==> src/rtl/aes_stream_loader.sv <==
// aes_stream_loader
//   Streaming wrapper around the combinational aes_main core.
//   Collects four 32-bit words into a 128-bit key or plaintext block. Drives the
//   core inputs and keeps them stable for SETTLE_CYCLES edges, because the core
//   is one long combinational path. It then captures the ciphertext and sends
//   it back out as four 32-bit words over a valid/ready handshake.
//
// Parameters
//   SETTLE_CYCLES  edges the core inputs are held before data_out is sampled (1..15)
//
// Ports
//   clk, rst_n                 clock, async active-low reset
//   in_valid/in_ready/in_data  32-bit word input stream
//   in_is_key                  1 = word belongs to key group, 0 = plaintext group
//   out_valid/out_ready        ciphertext word handshake
//   out_data/out_last          ciphertext word, last flag on the 4th word
//   err_nokey                  1-cycle pulse, plaintext block dropped (no key loaded)
//   core_data_in/core_key      to aes_main
//   core_data_out              from aes_main
//
// Word order is big-endian by word. Word 0 occupies [127:96].

// One 32-bit lane of the shadow (assembly) register.
module aes_stream_loader_lane #(
  parameter int WORD_W = 32
) (
  input  logic              clk,
  input  logic              rst_n,
  input  logic              we,
  input  logic [WORD_W-1:0] d,
  output logic [WORD_W-1:0] q
);
  always_ff @(posedge clk or negedge rst_n) begin
    if (!rst_n)  q <= '0;
    else if (we) q <= d;
  end
endmodule

module aes_stream_loader #(
  parameter int SETTLE_CYCLES = 2
) (
  input  logic         clk,
  input  logic         rst_n,
  input  logic         in_valid,
  output logic         in_ready,
  input  logic [31:0]  in_data,
  input  logic         in_is_key,
  output logic         out_valid,
  input  logic         out_ready,
  output logic [31:0]  out_data,
  output logic         out_last,
  output logic         err_nokey,
  output logic [127:0] core_data_in,
  output logic [127:0] core_key,
  input  logic [127:0] core_data_out
);

  localparam int          NUM_WORDS   = 4;
  localparam int          WORD_W      = 32;
  localparam logic [1:0]  LAST_IDX    = 2'(NUM_WORDS - 1);
  localparam logic [3:0]  SETTLE_INIT = 4'(SETTLE_CYCLES);

  typedef enum logic [1:0] {LOAD, SETTLE, SEND} state_t;

  state_t state;

  // Element NUM_WORDS-1 is word 0, i.e. bits [127:96].
  logic [NUM_WORDS-1:0][WORD_W-1:0] shadow;
  logic [NUM_WORDS-1:0][WORD_W-1:0] blk;
  logic [NUM_WORDS-1:0][WORD_W-1:0] result;
  logic [NUM_WORDS-1:0]             lane_we;

  logic [1:0] wcnt;        // words held in the partial group
  logic       grp_key;     // type of the partial group
  logic       key_loaded;
  logic [3:0] scnt;        // settle countdown
  logic [1:0] ocnt;        // index of the word currently on out_data
  logic [1:0] idx;         // slot the incoming word lands in
  logic [1:0] nxt;
  logic       take;

  // in_ready is only ever 1 in LOAD, so a transfer implies LOAD.
  assign take = in_valid & in_ready;

  // A word of the other group type restarts assembly at slot 0; the
  // partial group is silently discarded.
  assign idx = (wcnt != 2'd0 && grp_key != in_is_key) ? 2'd0 : wcnt;
  assign nxt = ocnt + 2'd1;

  // Full block as it will look once the 4th word is written.
  always_comb begin
    blk    = shadow;
    blk[0] = in_data;
  end

  for (genvar i = 0; i < NUM_WORDS; i++) begin : g_lane
    assign lane_we[i] = take && (idx == 2'(NUM_WORDS - 1 - i));
    aes_stream_loader_lane #(.WORD_W(WORD_W)) u_lane (
      .clk   (clk),
      .rst_n (rst_n),
      .we    (lane_we[i]),
      .d     (in_data),
      .q     (shadow[i])
    );
  end

  always_ff @(posedge clk or negedge rst_n) begin
    if (!rst_n) begin
      state        <= LOAD;
      in_ready     <= 1'b0;
      out_valid    <= 1'b0;
      out_last     <= 1'b0;
      out_data     <= '0;
      err_nokey    <= 1'b0;
      core_data_in <= '0;
      core_key     <= '0;
      result       <= '0;
      key_loaded   <= 1'b0;
      wcnt         <= '0;
      grp_key      <= 1'b0;
      scnt         <= '0;
      ocnt         <= '0;
    end else begin
      err_nokey <= 1'b0;
      case (state)
        LOAD: begin
          in_ready <= 1'b1;
          if (take) begin
            grp_key <= in_is_key;
            if (idx == LAST_IDX) begin
              wcnt <= '0;
              if (in_is_key) begin
                core_key   <= blk;
                key_loaded <= 1'b1;
              end else if (key_loaded) begin
                core_data_in <= blk;
                scnt         <= SETTLE_INIT;
                in_ready     <= 1'b0;
                state        <= SETTLE;
              end else begin
                err_nokey <= 1'b1;
              end
            end else begin
              wcnt <= idx + 2'd1;
            end
          end
        end

        // Core inputs are frozen here; data_out is sampled on the last edge.
        SETTLE: begin
          scnt <= scnt - 4'd1;
          if (scnt == 4'd1) begin
            result    <= core_data_out;
            out_data  <= core_data_out[127:96];
            out_valid <= 1'b1;
            out_last  <= 1'b0;
            ocnt      <= '0;
            state     <= SEND;
          end
        end

        // out_valid is always 1 in SEND, so out_ready alone completes a beat.
        SEND: begin
          if (out_ready) begin
            if (ocnt == LAST_IDX) begin
              out_valid <= 1'b0;
              out_last  <= 1'b0;
              in_ready  <= 1'b1;
              state     <= LOAD;
            end else begin
              ocnt     <= nxt;
              out_data <= result[LAST_IDX - nxt];
              out_last <= (nxt == LAST_IDX);
            end
          end
        end

        default: state <= LOAD;
      endcase
    end
  end

endmodule
==> config.mk <==
export PLATFORM = sky130hd
export DESIGN_NAME = aes_stream_loader
export DESIGN_NICKNAME = d
export VERILOG_FILES = /design/src/rtl/aes_stream_loader.sv
export SDC_FILE = /design/constraint.sdc
export NUM_CORES = 1
export LEC_CHECK = 0
export CAP_MARGIN = 25
export CORE_ASPECT_RATIO = 1.4
export CORE_UTILIZATION = 45
export DETAILED_ROUTE_END_ITERATION = 8
export GPL_ROUTABILITY_DRIVEN = 0
export PLACE_DENSITY = 0.71
export SLEW_MARGIN = 20
export SYNTH_ARGS = -nofsm -noshare
export SYNTH_HDL_FRONTEND = slang
export SYNTH_SLANG_ARGS = --single-unit
==> constraint.sdc <==
create_clock -name clk -period 3.1 [get_ports clk]
set_clock_uncertainty 0.1 [all_clocks]
set_input_delay 0.93 -clock clk [delete_from_list [all_inputs] [get_ports clk]]
set_output_delay 0.93 -clock clk [all_outputs]
set_load 0.1 [all_outputs]
# Word level (Yosys, flattened, before mapping)
# Cells that the tools add are included.
# word_totals
mem_bits_ro	0
mem_bits_rw	0
n_memories	0
in_bits	165
reg_bits	528
latchBits	0
output_inout_bits	292
# op_classes
eq_ne	17
n_bitwise	2
magnitude_cmp	1
shifts	0
muxes	44
n_div	0
add_sub_neg	4
mul	0
n_reduce_logical	20
# op_table
operator	n
two-way mux 32 bit	4
binary-select mux 32 bit (select 2 bit)	1
one-hot mux 32 bit (2 select lines)	1
two-way mux 2 bit	12
two-way mux 1 bit	16
two-way mux 4 bit	4
!= test 2 bit (second input constant)	8
AND reduction 4 bit	3
== test 2 bit (second input constant)	5
AND reduction 5 bit	2
one-hot mux 4 bit (2 select lines)	1
nonzero test 2 bit	4
AND reduction 7 bit	1
one-hot mux 1 bit (2 select lines)	3
one-hot mux 2 bit (3 select lines)	1
AND reduction 3 bit	2
adder 2 x 1 -> 2 bit (second input constant)	2
== test 2 x 1 -> 1 bit (second input constant)	2
== test 4 x 1 -> 1 bit (second input constant)	1
logical AND 1 bit	4
logical NOT 2 bit	2
one-hot mux 2 bit (2 select lines)	1
AND reduction 2 bit	2
subtractor 4 x 1 -> 4 bit (second input constant)	1
other kinds (5)	5

# Depth between registers and ports, before layout
# logic_depth
depth_word	7
depth_mapped	11
ltp_nobuf	8

# Hierarchy
# A second synthesis with hierarchy kept.
# hier_totals
hier_cells	1317
area_unflattened_um2	21770.9
# modules_own_cells
module	area_per_inst_um2	seq_area_each_um2	n_inst	cells_per_inst
aes_stream_loader	17735.8	10810.4	1	1113
aes_stream_loader_lane	1345.0	800.8	3	68

# Worst setup path before layout
# No wires, ideal clock.
# synth_path
path_type	in2reg
startpoint	in in_is_key
endpoint	reg core_data_in[100]
setup_time_ns	0.126
slack_ns	0.062
path_buffers	2
cell_stages	10
t_arrival_ns	2.811
path_cell_list	xnor2_1 nand2_1 inv_1 ha_1 nand4b_2 or3b_4 nor2_8 buf_12 buf_12 mux2_4
# synth_via
elab_chain_len	5
elab_cells_between_ends	6
# synth_rtl
element	line_no	source
start, declared	47	input logic in_is_key,
!= test 1 bit	87	assign idx = (wcnt != 2'd0 && grp_key != in_is_key) ? 2'd0 : wcnt;
logical AND 1 bit	87	
two-way mux 2 bit	87	
== test 2 bit	130	if (idx == LAST_IDX) begin
AND reduction 5 bit (no source line) *	--	
end signal, assigned	136	core_data_in <= blk;
end, declared	53	output logic [127:0] core_data_in,
# Mark *: on every way between the ends. The rest lies on a longest branch, timed or not.
# A chain may end at the register's enable or synchronous reset.

# Final worst setup path
# layout_path
startpoint	in in_is_key
endpoint	reg core_data_in[6]
# Same word-level chain as after synthesis.

==> run metrics <==
Worst-Skew Late Latency=approximately 0.57 ns; Post-route DRC=0; core footprint=about 47000 um^2; I/O Pins=457; WP data arrival=around 3.3 ns; Unique masters post-synth=38; Pre-antenna DRT Iters=7; fmax=334 MHz; # port buffers=456; # setup viols final=0; starting density of the core=0.456; number of global-route vias before repair=13.5k; TritonCTS Sinks=528; area delta synth->final=31.0%; setup bufs post-CTS=0; CP Launch Type=input pin; CTS Hold Bufs=0; initial antenna violation count=5; CTS root buffer=clkbuf_16; most common library cell in the layout ignoring fill and taps=dfrtp_1; Multi-input gate area=7630 um^2; Design Area, Final=28000 um^2; synth top area cells=dfrtp_1, mux2_2, mux2_4, mux4_2, buf_12; Worst Reg-to-Reg Cells=10; Cell Chain, Critical Path=clkdlybuf4s50_1, xnor2_1, nand2_1, inv_1, ha_1, nand4b_2, or3b_4, nor2_8, buf_12, buf_12, mux2_2; worst path bufs/invs=4; clock slew at reported path FFs=0.06 ns; # rows=94; Yosys top cell by area=dfrtp_1; DP Area=approximately 26000 um^2; Die H=260 um; Largest stage delay, worst path=a little under 0.5 ns; H-tree levels=2; Slew Viols, Final=0; Synth Instances=about 1.3k; fin nets=2007; register area share after synthesis=0.618; fin crit period=3.00 ns; DRT iter0 DRCs=between 600 and 700; Most common cell on crit path=buf_12; first-pass GRT wire length=81.6 mm; clock buffer depth=3; largest net degree at the start of global routing=114; Min-Delay Path Class=input pin to asynchronous set/reset pin; Post-Syn Nets=between 1.5k and 2k; DR WL/cell=about 22 um; Max Cap Violations=0; critical path type=input pin to register; top cell type's share of synthesized area=0.618; detailed placer's ending HPWL=38.8 mm; grt ovf=0; layout cell share with drive strength beyond 1=0.509; Num CTS Buffers=51; Synth Cell Area=21400 um^2; vias per cell=5.19; actual slew at the worst max-slew pin=0.718 ns; routed wire length=about 54 mm; Place WS=-0.478 ns; Die Footprint=roughly 48000 um^2; Worst Path Max Fanout=14; register area=13200 um^2; total vias in the final route=13.0k; DIE WIDTH=186 um; most frequent cells in the layout=dfrtp_1, mux2_2, buf_4; CTS tree=done; max_slew headroom=0.522; RSZ-0062 raised after global routing=false; WP data required=3.44 ns; GRT Overall Usage=0.223; Tcrit/Tclk final=0.967; filler instances=3646; Fin. Hold Viols=0; WP depth=11; Mean Syn Cell Area=approximately 16 um^2; Post-CTS Resized=0; status=finished clean; slowest stage cell, crit path=clkdlybuf4s50_1; Antenna Nets Post-Route=0; synthesized flop and latch total=528; Worst Setup Slack, final=between 0.1 and 0.15 ns; YS warnings=0; Critical Path Sink Type=register; CP top delay family=buffers and inverters
[sequential cells by signal, summed over array words and instances, names as in the netlist, 2 cells and up]
register and count:
core_data_in 128, core_key 128, g_lane.u_lane.q 96, ocnt 2, out_data 32, result 128
scnt 4, state 2, wcnt 2
[routing by layer]
layer,global-route usage,part of all wire,vias to the layer above
met1,0.285,0.41,6655
li1,-,-,5802
met3,0.0515,0.069,85
met2,0.373,0.50,415
met5,0,0.00024,-
met4,0.0731,0.028,2
[kinds of logic (layout without fill, tap and decap cells)]
group / Yosys count / in the layout / synth area share
other: 0 / 4 / 0
xor gates and xnor gates: 3 / 3 / 0.00123
AOI/OAI and AO/OA: 65 / 65 / 0.0200
adders and majority gates: 8 / 8 / 0.00468
muxes: 533 / 533 / 0.305
and+or+nand+nor: 114 / 114 / 0.0250
DFF: 528 / 528 / 0.618
buffers and inverters: 87 / 618 / 0.0266
[through the flow]
| step | TNS (ns) | std cells | util | hold WS, ns |
|---|---|---|---|---|
| floorplan | 0 | 1338 | - | 0.360 |
| global placement | -90.39 | 2404 | 0.561 | 0.371 |
| detailed placement | -93.93 | 2405 | 0.562 | 0.380 |
| CTS | 0 | 2493 | 0.597 | 0.248 |
| global route | 0 | 2496 | 0.597 | 0.266 |
| finish | 0 | 2497 | 0.597 | 0.238 |
[Yosys cell counts (all sizes together)]
library cell / number
o22ai: 2
xnor2: 1
a2bb2oi: 1
nor3b: 4
mux4: 14
ha: 8
nor4: 1
nand4bb: 1
mux2: 500
or2: 1
dfrtp: 528
nand4b: 1
o211ai: 2
nor2: 37
o21ai: 3
clkbuf: 20
nand3: 5
or3b: 1
and2: 1
inv: 7
nor3: 20
a221oi: 18
a31oi: 14
mux2i: 19
xor2: 2
a21oi: 24
a21bo: 1
nor2b: 2
buf: 60
nand2: 38
nand2b: 2
[layout make-up]
type | count | share of cell area
Clock inverter | 11 | 0.00567
Antenna cell | 4 | 0.000357
Clock buffer | 77 | 0.0530
Multi-Input combinational cell | 723 | 0.272
Tap cell | 624 | 0.0279
Sequential cell | 528 | 0.472
Inverter | 7 | 0.000938
Timing Repair Buffer | 523 | 0.168
[worst paths after layout]
path / startpoint / to / slack (ns)
worst max-delay path: in_is_key / core_data_in[6]$_DFFE_PN0P_ / 0.10
worst min-delay path: rst_n / core_data_in[42]$_DFFE_PN0P_ / 0.24
worst max register to register: grp_key$_DFFE_PN0P_ / core_data_in[6]$_DFFE_PN0P_ / 0.56
worst min register to register: core_data_in[125]$_DFFE_PN0P_ / core_data_in[125]$_DFFE_PN0P_ / 0.39
max in group asynchronous: rst_n / result[12]$_DFFE_PN0P_ / 1.73
min in group clk: core_data_in[125]$_DFFE_PN0P_ / core_data_in[125]$_DFFE_PN0P_ / 0.39
Power is not shown: default switching activity piles up to over one toggle a cycle in this logic, so the estimate is an artifact.
